==> src/rtl/fifo_drain_pkg.sv <==
// Shared types and defaults for the FIFObuffer read-side drain controller.
package fifo_drain_pkg;

  localparam int DRAIN_DATA_W     = 32;
  localparam int DRAIN_CNT_W      = 8;
  localparam int DRAIN_OBUF_DEPTH = 4;

  typedef enum logic [1:0] {
    ST_IDLE  = 2'd0,
    ST_RUN   = 2'd1,
    ST_DRAIN = 2'd2,
    ST_DONE  = 2'd3
  } drain_state_e;

endpackage

==> src/rtl/fifo_drain_ctrl_obuf.sv <==
// Small synchronous output FIFO with a zero-latency head word.
module drain_obuf
  import fifo_drain_pkg::*;
#(
  parameter int DATA_W = DRAIN_DATA_W,
  parameter int DEPTH  = DRAIN_OBUF_DEPTH,
  parameter int OCC_W  = $clog2(DEPTH + 1)
) (
  input  logic              clk,
  input  logic              rst,
  input  logic              push,
  input  logic [DATA_W-1:0] push_data,
  input  logic              pop,
  output logic [OCC_W-1:0]  occ,
  output logic [DATA_W-1:0] data,
  output logic              valid
);

  localparam int PTR_W = $clog2(DEPTH);

  logic [DATA_W-1:0] mem_q [DEPTH];
  logic [DATA_W-1:0] mem_d [DEPTH];
  logic [PTR_W-1:0]  wr_ptr_q, wr_ptr_d;
  logic [PTR_W-1:0]  rd_ptr_q, rd_ptr_d;
  logic [OCC_W-1:0]  occ_q, occ_d;
  logic              do_push;
  logic              do_pop;

  function automatic logic [PTR_W-1:0] ptr_inc(input logic [PTR_W-1:0] p);
    return (p == PTR_W'(DEPTH - 1)) ? '0 : p + 1'b1;
  endfunction

  always_comb begin
    do_push  = push && (occ_q != OCC_W'(DEPTH));
    do_pop   = pop && (occ_q != '0);
    mem_d    = mem_q;
    wr_ptr_d = wr_ptr_q;
    rd_ptr_d = rd_ptr_q;
    if (do_push) begin
      mem_d[wr_ptr_q] = push_data;
      wr_ptr_d        = ptr_inc(wr_ptr_q);
    end
    if (do_pop) begin
      rd_ptr_d = ptr_inc(rd_ptr_q);
    end
    occ_d = occ_q + OCC_W'(do_push) - OCC_W'(do_pop);
  end

  always_ff @(posedge clk) begin
    if (rst) begin
      for (int i = 0; i < DEPTH; i++) mem_q[i] <= '0;
      wr_ptr_q <= '0;
      rd_ptr_q <= '0;
      occ_q    <= '0;
    end else begin
      mem_q    <= mem_d;
      wr_ptr_q <= wr_ptr_d;
      rd_ptr_q <= rd_ptr_d;
      occ_q    <= occ_d;
    end
  end

  assign occ   = occ_q;
  assign valid = (occ_q != '0);
  assign data  = valid ? mem_q[rd_ptr_q] : '0;

endmodule

==> src/rtl/fifo_drain_ctrl.sv <==
// Pops a programmed burst from FIFObuffer and streams it out on valid/ready.
module fifo_drain_ctrl
  import fifo_drain_pkg::*;
#(
  parameter int DATA_W     = DRAIN_DATA_W,
  parameter int CNT_W      = DRAIN_CNT_W,
  parameter int OBUF_DEPTH = DRAIN_OBUF_DEPTH
) (
  input  logic              Clk,
  input  logic              Rst,
  input  logic              start,
  input  logic [CNT_W-1:0]  burst_len,
  output logic              busy,
  output logic              done,
  output logic [CNT_W-1:0]  words_left,
  output logic              fifo_en,
  output logic              fifo_rd,
  input  logic              fifo_empty,
  input  logic [DATA_W-1:0] fifo_data,
  output logic              m_valid,
  input  logic              m_ready,
  output logic [DATA_W-1:0] m_data,
  output logic [1:0]        dbg_state
);

  // Stream handshake: a word transfers on any cycle where m_valid & m_ready;
  // once m_valid is high it stays high with m_data stable until that happens.

  localparam int OCC_W = $clog2(OBUF_DEPTH + 1);

  drain_state_e     state_q, state_d;
  logic [CNT_W-1:0] issue_left_q, issue_left_d;
  logic [CNT_W-1:0] words_left_q, words_left_d;
  logic             inflight_q, inflight_d;
  logic             fifo_en_q;
  logic [OCC_W-1:0] occ;
  logic [OCC_W:0]   pending;
  logic             credit_ok;
  logic             handshake;
  logic             rd;

  always_comb begin
    // Buffered words plus the read still in flight must leave room for one more.
    pending   = {1'b0, occ} + {{OCC_W{1'b0}}, inflight_q};
    credit_ok = (pending < (OCC_W + 1)'(OBUF_DEPTH));
    rd        = (state_q == ST_RUN) && (issue_left_q != '0) && !fifo_empty && credit_ok;
    handshake = m_valid && m_ready;

    issue_left_d = issue_left_q;
    if (rd) issue_left_d = issue_left_q - 1'b1;

    words_left_d = words_left_q;
    if (handshake && (words_left_q != '0)) words_left_d = words_left_q - 1'b1;

    inflight_d = rd;
    state_d    = state_q;

    case (state_q)
      ST_IDLE: begin
        if (start) begin
          if (burst_len != '0) begin
            state_d      = ST_RUN;
            issue_left_d = burst_len;
            words_left_d = burst_len;
          end else begin
            state_d = ST_DONE;
          end
        end
      end
      ST_RUN: begin
        if (issue_left_d == '0) state_d = ST_DRAIN;
      end
      ST_DRAIN: begin
        if (words_left_d == '0) state_d = ST_DONE;
      end
      ST_DONE: begin
        state_d = ST_IDLE;
      end
      default: state_d = ST_IDLE;
    endcase
  end

  always_ff @(posedge Clk) begin
    if (Rst) begin
      state_q      <= ST_IDLE;
      issue_left_q <= '0;
      words_left_q <= '0;
      inflight_q   <= 1'b0;
      fifo_en_q    <= 1'b0;
    end else begin
      state_q      <= state_d;
      issue_left_q <= issue_left_d;
      words_left_q <= words_left_d;
      inflight_q   <= inflight_d;
      fifo_en_q    <= 1'b1;
    end
  end

  drain_obuf #(
    .DATA_W (DATA_W),
    .DEPTH  (OBUF_DEPTH),
    .OCC_W  (OCC_W)
  ) u_obuf (
    .clk       (Clk),
    .rst       (Rst),
    .push      (inflight_q),
    .push_data (fifo_data),
    .pop       (handshake),
    .occ       (occ),
    .data      (m_data),
    .valid     (m_valid)
  );

  assign fifo_rd    = rd;
  assign fifo_en    = fifo_en_q;
  assign busy       = (state_q == ST_RUN) || (state_q == ST_DRAIN);
  assign done       = (state_q == ST_DONE);
  assign words_left = words_left_q;
  assign dbg_state  = state_q;

endmodule

==> config.mk <==
export PLATFORM = sky130hd
export DESIGN_NAME = fifo_drain_ctrl
export DESIGN_NICKNAME = d
export VERILOG_FILES = /design/src/rtl/fifo_drain_pkg.sv /design/src/rtl/fifo_drain_ctrl_obuf.sv /design/src/rtl/fifo_drain_ctrl.sv
export SDC_FILE = /design/constraint.sdc
export NUM_CORES = 1
export LEC_CHECK = 0
export CAP_MARGIN = 25
export CORE_ASPECT_RATIO = 1.5
export CORE_MARGIN = 2
export CORE_UTILIZATION = 30
export CTS_CLUSTER_SIZE = 28
export DETAILED_ROUTE_END_ITERATION = 7
export GPL_ROUTABILITY_DRIVEN = 0
export PLACE_DENSITY = 0.48
export REMOVE_ABC_BUFFERS = 1
export SLEW_MARGIN = 20
export SYNTH_ARGS = -nofsm -noshare
export SYNTH_HDL_FRONTEND = slang
export SYNTH_SLANG_ARGS = --single-unit
export TNS_END_PERCENT = 30
==> constraint.sdc <==
create_clock -name Clk -period 5.3 [get_ports Clk]
set_input_delay 1.06 -clock Clk [delete_from_list [all_inputs] [get_ports Clk]]
set_output_delay 1.06 -clock Clk [all_outputs]
set_load 0.02 [all_outputs]
==> impl_results.html, run 1 <==
<table>
<tr><th>Metric</th><th>Value</th></tr>
<tr><th colspan="2">Run status</th></tr>
<tr><td>Run status</td><td>finished, final reports clean</td></tr>
<tr><th colspan="2">Drt</th></tr>
<tr><td>Detailed router's first-iteration violation count</td><td>324</td></tr>
<tr><td>Number of vias in the routed layout</td><td>5877</td></tr>
<tr><td>Total length of routed wires</td><td>19.9 mm</td></tr>
<tr><td>Detailed-route wire length per cell</td><td>16.1 um</td></tr>
<tr><td>Post-DR vias/cell</td><td>4.75</td></tr>
<tr><td>Count of TritonRoute iterations in the first routing pass</td><td>4</td></tr>
<tr><td>Final routed DRC violation total</td><td>0</td></tr>
<tr><td>Post-detailed-route count of antenna-violating nets</td><td>0</td></tr>
<tr><th colspan="2">Run</th></tr>
<tr><td>Number of maximum-capacitance constraint violations</td><td>0</td></tr>
<tr><th colspan="2">Clock network</th></tr>
<tr><td>Clock tree from TritonCTS</td><td>done</td></tr>
<tr><td>Num CTS Buffers</td><td>17</td></tr>
<tr><td>Number of resized instances in the post-cts repair step</td><td>0</td></tr>
<tr><td>Later-pin clock latency in the skew report</td><td>420 ps</td></tr>
<tr><td>Setup fix buffers added after clock tree synthesis</td><td>0</td></tr>
<tr><td>Buffer depth of the longest clock path</td><td>2</td></tr>
<tr><td>Clock transition at the registers of the reported paths</td><td>60 ps</td></tr>
<tr><td>Buffer cell driving the clock tree root</td><td>sky130_fd_sc_hd__clkbuf_16</td></tr>
<tr><td>H-tree level count</td><td>4</td></tr>
<tr><td>Number of buffers added to fix hold violations after cts</td><td>0</td></tr>
<tr><td>Clock tree sinks</td><td>155</td></tr>
<tr><th colspan="2">Setup path</th></tr>
<tr><td>Required time worst endpoint</td><td>4240 ps</td></tr>
<tr><td>Nature of the critical path endpoint</td><td>output pin</td></tr>
<tr><td>Type of the worst setup path</td><td>input pin to output pin</td></tr>
<tr><td>Endpoint arrival time on the critical path</td><td>2960 ps</td></tr>
<tr><td>Critical path peak fanout</td><td>7</td></tr>
<tr><td>Crit start category</td><td>input pin</td></tr>
<tr><th colspan="2">Synthesis</th></tr>
<tr><td>Count of yosys warnings during synthesis</td><td>0</td></tr>
<tr><td>Mean Syn Cell Area</td><td>8.44 um^2</td></tr>
<tr><td>Post-synth ARST share</td><td>0%</td></tr>
<tr><td>Synth area leader</td><td>sky130_fd_sc_hd__dfxtp_1</td></tr>
<tr><td>Number of synthesized register bits</td><td>155</td></tr>
<tr><td>Number of different library cells in the post-synthesis netlist</td><td>51</td></tr>
<tr><td>Cell area after synthesis</td><td>7100 um^2</td></tr>
<tr><td>Synth Instances</td><td>841</td></tr>
<tr><td>Cells taking the most area after synthesis</td><td>sky130_fd_sc_hd__dfxtp_1 (44%), sky130_fd_sc_hd__nand2_1 (15%), sky130_fd_sc_hd__a21oi_1 (10%)</td></tr>
<tr><td>Register area share after synthesis</td><td>43.7%</td></tr>
<tr><td>Area share of the leading cell type in the synthesized netlist</td><td>43.7%</td></tr>
<tr><td>Top FF cell, synth</td><td>sky130_fd_sc_hd__dfxtp_1</td></tr>
<tr><td>Count of flip-flops with a built-in enable after synthesis</td><td>0</td></tr>
<tr><th colspan="2">Worst hold path</th></tr>
<tr><td>Class of the most critical hold timing path</td><td>flip-flop to flip-flop</td></tr>
<tr><th colspan="2">GRT</th></tr>
<tr><td>Global-route wire length before repair</td><td>31.6 mm</td></tr>
<tr><td>Global-route total usage across every layer</td><td>16.6%</td></tr>
<tr><td>Antenna violations before repair</td><td>1</td></tr>
<tr><td>Vias in the first global route</td><td>5718</td></tr>
<tr><td>Pin count of the biggest net entering global routing</td><td>68</td></tr>
<tr><td>Overall overflow remaining after global route</td><td>0</td></tr>
<tr><th colspan="2">STA</th></tr>
<tr><td>Unrepaired setup endpoints after global routing</td><td>no</td></tr>
<tr><td>Worst clock skew</td><td>6.43 ps</td></tr>
<tr><td>Final worst path period share</td><td>75.8%</td></tr>
<tr><td>Slew at the pin with the worst max-slew slack</td><td>953 ps</td></tr>
<tr><td>Number of failing hold endpoints at the final stage</td><td>0</td></tr>
<tr><td>Highest attainable clock frequency</td><td>0.249 GHz</td></tr>
<tr><td>Max Slew Vio Count</td><td>0</td></tr>
<tr><td>Post-route worst setup slack</td><td>1280 ps</td></tr>
<tr><td>Min Clock Period, post-route</td><td>4020 ps</td></tr>
<tr><td>Tightest slew margin relative to the limit</td><td>36.5%</td></tr>
<tr><td>Final-layout setup total negative slack</td><td>0 ps</td></tr>
<tr><td>Finish-stage setup viols</td><td>0</td></tr>
<tr><th colspan="2">Pwr</th></tr>
<tr><td>VDD IR-drop max</td><td>0.254 mV</td></tr>
<tr><td>Power density of the placed cells</td><td>411 nW/um^2</td></tr>
<tr><td>Static leakage</td><td>0.00298 uW</td></tr>
<tr><th colspan="2">Finish</th></tr>
<tr><td>Fraction of layout instances using a drive strength above 1</td><td>10.1%</td></tr>
<tr><td>Final core utilization</td><td>38.0%</td></tr>
<tr><td>Layout Area Growth over Synthesis</td><td>25.8%</td></tr>
<tr><td>Final cell count without fillers</td><td>1237</td></tr>
<tr><td>Diode count</td><td>0</td></tr>
<tr><td>Final #Nets</td><td>969</td></tr>
<tr><th colspan="2">Floorplan</th></tr>
<tr><td>Starting Density</td><td>30.2%</td></tr>
<tr><td>Die width</td><td>130 um</td></tr>
<tr><td>I/O pin count</td><td>92</td></tr>
<tr><td>Std-Cell Rows</td><td>69</td></tr>
<tr><td>Die outline area</td><td>24900 um^2</td></tr>
<tr><td>Die height</td><td>192 um</td></tr>
<tr><td>Core area</td><td>23500 um^2</td></tr>
<tr><th colspan="2">Placed design</th></tr>
<tr><td>Port-buffer cells</td><td>91</td></tr>
<tr><td>Post-DP HPWL</td><td>12.4 mm</td></tr>
<tr><td>Count of placed standard cells including taps</td><td>1206</td></tr>
<tr><td>Worst slack at placement</td><td>1290 ps</td></tr>
</table>
## kinds of logic after synthesis
logic type / synth area share, %
muxes: 10.6
buffers and inverters: 4.30
and+or+nand+nor: 21.8
xor gates and xnor gates: 1.87
adders and majority gates: 3.28
DFF: 43.7
AOI/OAI and AO/OA: 14.4
## routing by layer
metal / vias to the layer above / GRT usage, % / wire length, um
li1: 2947 / - / -
met1: 2783 / 19.9 / 8460
met2: 123 / 29.2 / 10300
met3: 22 / 3.99 / 858
met4: 2 / 4.80 / 274
met5: - / 0 / 13
## final cells by class
class	count	area, um^2
flip-flops and latches	155	3110
clock inverters	7	135
fillers	2477	14500
multi-input cells	607	3700
repair buffers	107	1030
inverters	18	67.6
clock buffers	24	502
well taps	319	399
## state kept, by name, indices dropped and copies added, names as in the netlist
signal / cells
u_obuf.mem_q: 128
u_obuf.wr_ptr_q: 2
u_obuf.occ: 3
issue_left_q: 8
inflight_q: 1
u_obuf.rd_ptr_q: 2
words_left: 8
dbg_state: 2
fifo_en: 1
## cells in the final DEF, fill, tap and decap left out, drive strengths merged, types with 2 or more instances in the layout
| cell | Yosys | final |
|---|---|---|
| a31oi | 3 | 3 |
| nor2 | 15 | 15 |
| xor2 | 4 | 4 |
| a22oi | 2 | 2 |
| nand3 | 4 | 4 |
| o31ai | 2 | 2 |
| mux2i | 3 | 3 |
| clkinv | 0 | 3 |
| dfxtp | 155 | 155 |
| nand4b | 2 | 2 |
| o41ai | 2 | 2 |
| o21ai | 3 | 3 |
| nor3 | 9 | 9 |
| clkdlybuf4s50 | 0 | 90 |
| a21oi | 145 | 145 |
| mux4 | 32 | 32 |
| nor2b | 33 | 33 |
| buf | 6 | 17 |
| a211oi | 4 | 4 |
| o211ai | 2 | 2 |
| xnor2 | 9 | 9 |
| inv | 18 | 18 |
| ha | 17 | 17 |
| and2 | 5 | 5 |
| nor4 | 5 | 5 |
| bufinv | 0 | 4 |
| clkbuf | 55 | 24 |
| nand2 | 288 | 288 |
## critical path, cell delays in order
cell                              delay, ps
sky130_fd_sc_hd__clkdlybuf4s50_1        400
sky130_fd_sc_hd__nand2b_1               190
sky130_fd_sc_hd__o32ai_4                370
sky130_fd_sc_hd__nand2_1                170
sky130_fd_sc_hd__inv_2                  140
sky130_fd_sc_hd__clkdlybuf4s50_1        620
## Yosys cell counts, types with 2 or more instances
cell and instances:
sky130_fd_sc_hd__nand2_1 288, sky130_fd_sc_hd__dfxtp_1 155, sky130_fd_sc_hd__a21oi_1 145, sky130_fd_sc_hd__clkbuf_1 55, sky130_fd_sc_hd__nor2b_1 33, sky130_fd_sc_hd__mux4_2 32, sky130_fd_sc_hd__ha_1 17, sky130_fd_sc_hd__inv_1 17
sky130_fd_sc_hd__nor2_1 15, sky130_fd_sc_hd__nor3_1 9, sky130_fd_sc_hd__xnor2_1 8, sky130_fd_sc_hd__and2_1 5, sky130_fd_sc_hd__nor4_1 5, sky130_fd_sc_hd__a211oi_1 4, sky130_fd_sc_hd__buf_1 4, sky130_fd_sc_hd__xor2_1 4
sky130_fd_sc_hd__mux2i_1 3, sky130_fd_sc_hd__nand3_1 3, sky130_fd_sc_hd__a22oi_1 2, sky130_fd_sc_hd__a31oi_1 2, sky130_fd_sc_hd__nand4b_1 2, sky130_fd_sc_hd__o211ai_1 2, sky130_fd_sc_hd__o21ai_0 2, sky130_fd_sc_hd__o41ai_4 2
## path summary, 6_finish.rpt
check	from	endpoint	slack, ps	depth (start not counted)
worst max-delay path	fifo_empty	fifo_rd	1280	6
worst min-delay path	u_obuf.mem_q[83]	u_obuf.mem_q[83]	450	2
worst max register to register	u_obuf.occ[2]	dbg_state[1]	2640	8
worst min register to register	u_obuf.mem_q[83]	u_obuf.mem_q[83]	450	2
## power by group
group | total (uW) | switching [uW] | internal, uW
sequential | 1360 | 127 | 1240
combinational | 986 | 558 | 428
clock | 1330 | 479 | 847
## metrics by stage
| step | instance area [um^2] | power (uW) | hold WS [ps] |
|---|---|---|---|
| 2_1_floorplan | 6860 | 2000 | 427 |
| 3_3_place_gp | 8300 | 2390 | 438 |
| 3_5_place_dp | 8300 | 2390 | 444 |
| 4_1_cts | 8930 | 3730 | 452 |
| 5_1_grt | 8930 | 3890 | 464 |
| 6_report | 8930 | 3680 | 451 |
(Power assumes the default switching activity.)
==> inputs of run 2 (changes only) <==
clock period = 3.86 ns   (was 5.3 ns; I/O delays follow)
==> run 2 against run 1 <==
Against the previous run: clock skew rose by 2.2 ps; largest cell class unchanged; final cell count rose by 0.24%; worst hold slack improved by 0.73 ps; worst setup slack got worse by 890 ps.
==> impl_results.html, run 2 (synthesized netlist as in run 1, its figures left out) <==
<table>
<tr><th>Metric</th><th>Value</th></tr>
<tr><th colspan="2">GRT</th></tr>
<tr><td>Global-route total usage across every layer</td><td>16.7% (was 16.6%)</td></tr>
<tr><td>Global-route wire length before repair</td><td>31.7 mm (was 31.6 mm)</td></tr>
<tr><td>Pin count of the biggest net entering global routing</td><td>80 (was 68)</td></tr>
<tr><td>Overall overflow remaining after global route</td><td>0 (unchanged)</td></tr>
<tr><td>Antenna violations before repair</td><td>1 (unchanged)</td></tr>
<tr><td>Vias in the first global route</td><td>5777 (was 5718)</td></tr>
<tr><th colspan="2">Pwr</th></tr>
<tr><td>Internal power summed over all cells</td><td>3410 uW (was 2510 uW)</td></tr>
<tr><td>VDD IR-drop max</td><td>0.385 mV (was 0.254 mV)</td></tr>
<tr><td>Relative contribution of combinational cells to total power</td><td>27.1% (was 26.8%)</td></tr>
<tr><td>Power density of the placed cells</td><td>562 nW/um^2 (was 411 nW/um^2)</td></tr>
<tr><td>Clock power share</td><td>36.2% (was 36.1%)</td></tr>
<tr><td>Net Switching</td><td>1640 uW (was 1160 uW)</td></tr>
<tr><td>Net Sw Frac</td><td>32.5% (was 31.7%)</td></tr>
<tr><td>Seq pwr share</td><td>36.8% (was 37.1%)</td></tr>
<tr><td>Static leakage</td><td>0.00300 uW (was 0.00298 uW)</td></tr>
<tr><th colspan="2">Drt</th></tr>
<tr><td>Total length of routed wires</td><td>20.0 mm (was 19.9 mm)</td></tr>
<tr><td>Detailed-route wire length per cell</td><td>16.1 um (about the same)</td></tr>
<tr><td>Count of TritonRoute iterations in the first routing pass</td><td>5 (was 4)</td></tr>
<tr><td>Post-detailed-route count of antenna-violating nets</td><td>0 (unchanged)</td></tr>
<tr><td>Final routed DRC violation total</td><td>0 (unchanged)</td></tr>
<tr><td>Post-DR vias/cell</td><td>4.73 (was 4.75)</td></tr>
<tr><td>Detailed router's first-iteration violation count</td><td>276 (was 324)</td></tr>
<tr><td>Number of vias in the routed layout</td><td>5867 (was 5877)</td></tr>
<tr><th colspan="2">Clock network</th></tr>
<tr><td>Later-pin clock latency in the skew report</td><td>430 ps (was 420 ps)</td></tr>
<tr><td>Number of buffers added to fix hold violations after cts</td><td>0 (unchanged)</td></tr>
<tr><td>H-tree level count</td><td>4 (unchanged)</td></tr>
<tr><td>Clock tree sinks</td><td>155 (unchanged)</td></tr>
<tr><td>Buffer depth of the longest clock path</td><td>2 (unchanged)</td></tr>
<tr><td>Clock tree from TritonCTS</td><td>done (unchanged)</td></tr>
<tr><td>Buffer cell driving the clock tree root</td><td>sky130_fd_sc_hd__clkbuf_16 (unchanged)</td></tr>
<tr><td>Clock transition at the registers of the reported paths</td><td>60 ps (about the same)</td></tr>
<tr><td>Number of resized instances in the post-cts repair step</td><td>0 (unchanged)</td></tr>
<tr><td>Num CTS Buffers</td><td>17 (unchanged)</td></tr>
<tr><td>Setup fix buffers added after clock tree synthesis</td><td>0 (unchanged)</td></tr>
<tr><th colspan="2">Finish</th></tr>
<tr><td>Final #Nets</td><td>970 (was 969)</td></tr>
<tr><td>Most common library cell in the layout ignoring fill and taps</td><td>sky130_fd_sc_hd__nand2_1 (unchanged)</td></tr>
<tr><td>Area of combinational cells with multiple inputs</td><td>3700 um^2 (unchanged)</td></tr>
<tr><td>Fraction of layout instances using a drive strength above 1</td><td>10.5% (was 10.1%)</td></tr>
<tr><td>Number of filler instances in the final layout</td><td>2432 (was 2477)</td></tr>
<tr><td>Register area</td><td>3110 um^2 (unchanged)</td></tr>
<tr><td>Number of flip-flops under the largest register name</td><td>128 (unchanged)</td></tr>
<tr><td>Commonest cells after routing, fill and taps aside</td><td>sky130_fd_sc_hd__nand2_1 (288), sky130_fd_sc_hd__dfxtp_1 (153), sky130_fd_sc_hd__a21oi_1 (145) (unchanged)</td></tr>
<tr><td>Final core utilization</td><td>38.3% (was 38.0%)</td></tr>
<tr><td>Layout Area Growth over Synthesis</td><td>26.6% (was 25.8%)</td></tr>
<tr><td>Top register by number of flip-flops</td><td>u_obuf.mem_q (unchanged)</td></tr>
<tr><th colspan="2">Setup path</th></tr>
<tr><td>Type of the worst setup path</td><td>input pin to output pin (unchanged)</td></tr>
<tr><td>Required time worst endpoint</td><td>3090 ps (was 4240 ps)</td></tr>
<tr><td>Nature of the critical path endpoint</td><td>output pin (unchanged)</td></tr>
<tr><td>Worst R2R End</td><td>dbg_state[1] (unchanged)</td></tr>
<tr><td>Critical path peak fanout</td><td>7 (unchanged)</td></tr>
<tr><td>Worst-path cell chain</td><td>clkdlybuf4s50_1 -&gt; nand2b_1 -&gt; o32ai_4 -&gt; nand2_1 -&gt; inv_2 -&gt; clkdlybuf4s50_1 (unchanged)</td></tr>
<tr><td>Crit start category</td><td>input pin (unchanged)</td></tr>
<tr><td>CP most frequent cell</td><td>sky130_fd_sc_hd__clkdlybuf4s50_1 (unchanged)</td></tr>
<tr><td>R2R setup slack</td><td>1290 ps (was 2640 ps)</td></tr>
<tr><td>Cell type of the slowest stage on the worst timing path</td><td>sky130_fd_sc_hd__clkdlybuf4s50_1 (unchanged)</td></tr>
<tr><td>Endpoint arrival time on the critical path</td><td>2690 ps (was 2960 ps)</td></tr>
<tr><td>R2r worst-path depth</td><td>8 (unchanged)</td></tr>
<tr><td>Worst R2R Start</td><td>u_obuf.occ[2] (unchanged)</td></tr>
<tr><td>Crit path largest cell delay</td><td>620 ps (about the same)</td></tr>
<tr><th colspan="2">Run status</th></tr>
<tr><td>Run status</td><td>finished, final reports clean (unchanged)</td></tr>
<tr><th colspan="2">Worst hold path</th></tr>
<tr><td>End point of the worst hold path</td><td>u_obuf.mem_q[20] (was u_obuf.mem_q[83])</td></tr>
<tr><td>Class of the most critical hold timing path</td><td>flip-flop to flip-flop (unchanged)</td></tr>
<tr><td>Depth of the worst hold-timing path</td><td>2 (unchanged)</td></tr>
<tr><td>Worst Hold Launch</td><td>u_obuf.mem_q[20] (was u_obuf.mem_q[83])</td></tr>
<tr><th colspan="2">STA</th></tr>
<tr><td>Final-layout setup total negative slack</td><td>0 ps (unchanged)</td></tr>
<tr><td>Highest attainable clock frequency</td><td>0.288 GHz</td></tr>
<tr><td>Tightest slew margin relative to the limit</td><td>35.0% (was 36.5%)</td></tr>
<tr><td>Worst clock skew</td><td>8.62 ps (was 6.43 ps)</td></tr>
<tr><td>Min Clock Period, post-route</td><td>3470 ps</td></tr>
<tr><td>Max Slew Vio Count</td><td>0 (unchanged)</td></tr>
<tr><td>Unrepaired setup endpoints after global routing</td><td>no (unchanged)</td></tr>
<tr><td>Final worst path period share</td><td>89.8%</td></tr>
<tr><td>Slew at the pin with the worst max-slew slack</td><td>972 ps (was 953 ps)</td></tr>
<tr><td>Finish-stage setup viols</td><td>0 (unchanged)</td></tr>
<tr><td>Number of failing hold endpoints at the final stage</td><td>0 (unchanged)</td></tr>
<tr><th colspan="2">Placed design</th></tr>
<tr><td>Port-buffer cells</td><td>91 (unchanged)</td></tr>
<tr><td>Post-DP HPWL</td><td>12.7 mm (was 12.4 mm)</td></tr>
<tr><th colspan="2">Floorplan</th></tr>
<tr><td>Die width</td><td>130 um (unchanged)</td></tr>
<tr><td>Starting Density</td><td>30.2% (unchanged)</td></tr>
<tr><td>Std-Cell Rows</td><td>69 (unchanged)</td></tr>
<tr><td>Die height</td><td>192 um (unchanged)</td></tr>
<tr><td>Die outline area</td><td>24900 um^2 (unchanged)</td></tr>
<tr><td>Core area</td><td>23500 um^2 (unchanged)</td></tr>
<tr><td>I/O pin count</td><td>92 (unchanged)</td></tr>
<tr><th colspan="2">Run</th></tr>
<tr><td>Number of maximum-capacitance constraint violations</td><td>0 (unchanged)</td></tr>
</table>
## run 2: power by group through the flow
stage          clock network (uW)  registers (uW)  logic [uW]
5_1_grt                      1940            1880        1510
3_5_place_dp                    0            1890        1400
6_report                     1830            1860        1370
4_1_cts                      1870            1860        1400
3_3_place_gp                    0            1900        1400
2_1_floorplan                   0            1930         806
## run 2: critical path, delay by kind of cell
kind / cells / cell delay, ps
buffers and inverters: 3 / 1180
AO/OA/AOI/OAI: 1 / 380
AND/OR/NAND/NOR: 2 / 360
## run 2: layout make-up
cell class | count | area share [%]
Multi-Input combinational cell | 607 | 41.1
Clock inverter | 13 | 2.12
Sequential cell | 155 | 34.5
Timing Repair Buffer | 108 | 11.9
Tap cell | 319 | 4.44
Clock buffer | 19 | 5.04
Antenna cell | 1 | 0.0278
Inverter | 18 | 0.752
## run 2: through the flow
| stage | total power (uW) | cells | hold slack (ps) | setup WS [ps] | instance area [um^2] |
|---|---|---|---|---|---|
| after floorplan | 2740 | 780 | 427 | 561 | 6860 |
| after global placement | 3300 | 1207 | 439 | 424 | 8340 |
| after detailed placement | 3290 | 1207 | 446 | 406 | 8340 |
| after CTS | 5140 | 1239 | 455 | 399 | 8990 |
| after global routing | 5330 | 1239 | 470 | 268 | 8990 |
| final | 5050 | 1240 | 451 | 394 | 8990 |
## run 2: worst max-delay path by stage
stage,from,endpoint,slack [ps],cells after the start
4_1_cts,fifo_empty,fifo_rd,400,6
3_3_place_gp,fifo_empty,fifo_rd,420,6
3_5_place_dp,fifo_empty,fifo_rd,410,6
2_1_floorplan,u_obuf.occ[2],m_valid,560,2
5_1_grt,fifo_empty,fifo_rd,270,6
6_report,fifo_empty,fifo_rd,390,6
## run 2: metal layers
layer	vias up	GRT usage (%)	part of all wire, %
li1	2960	-	-
met1	2762	19.2	41
met2	115	29.7	53
met3	30	3.77	3.9
met4	0	6.78	2.2
met5	-	0	0
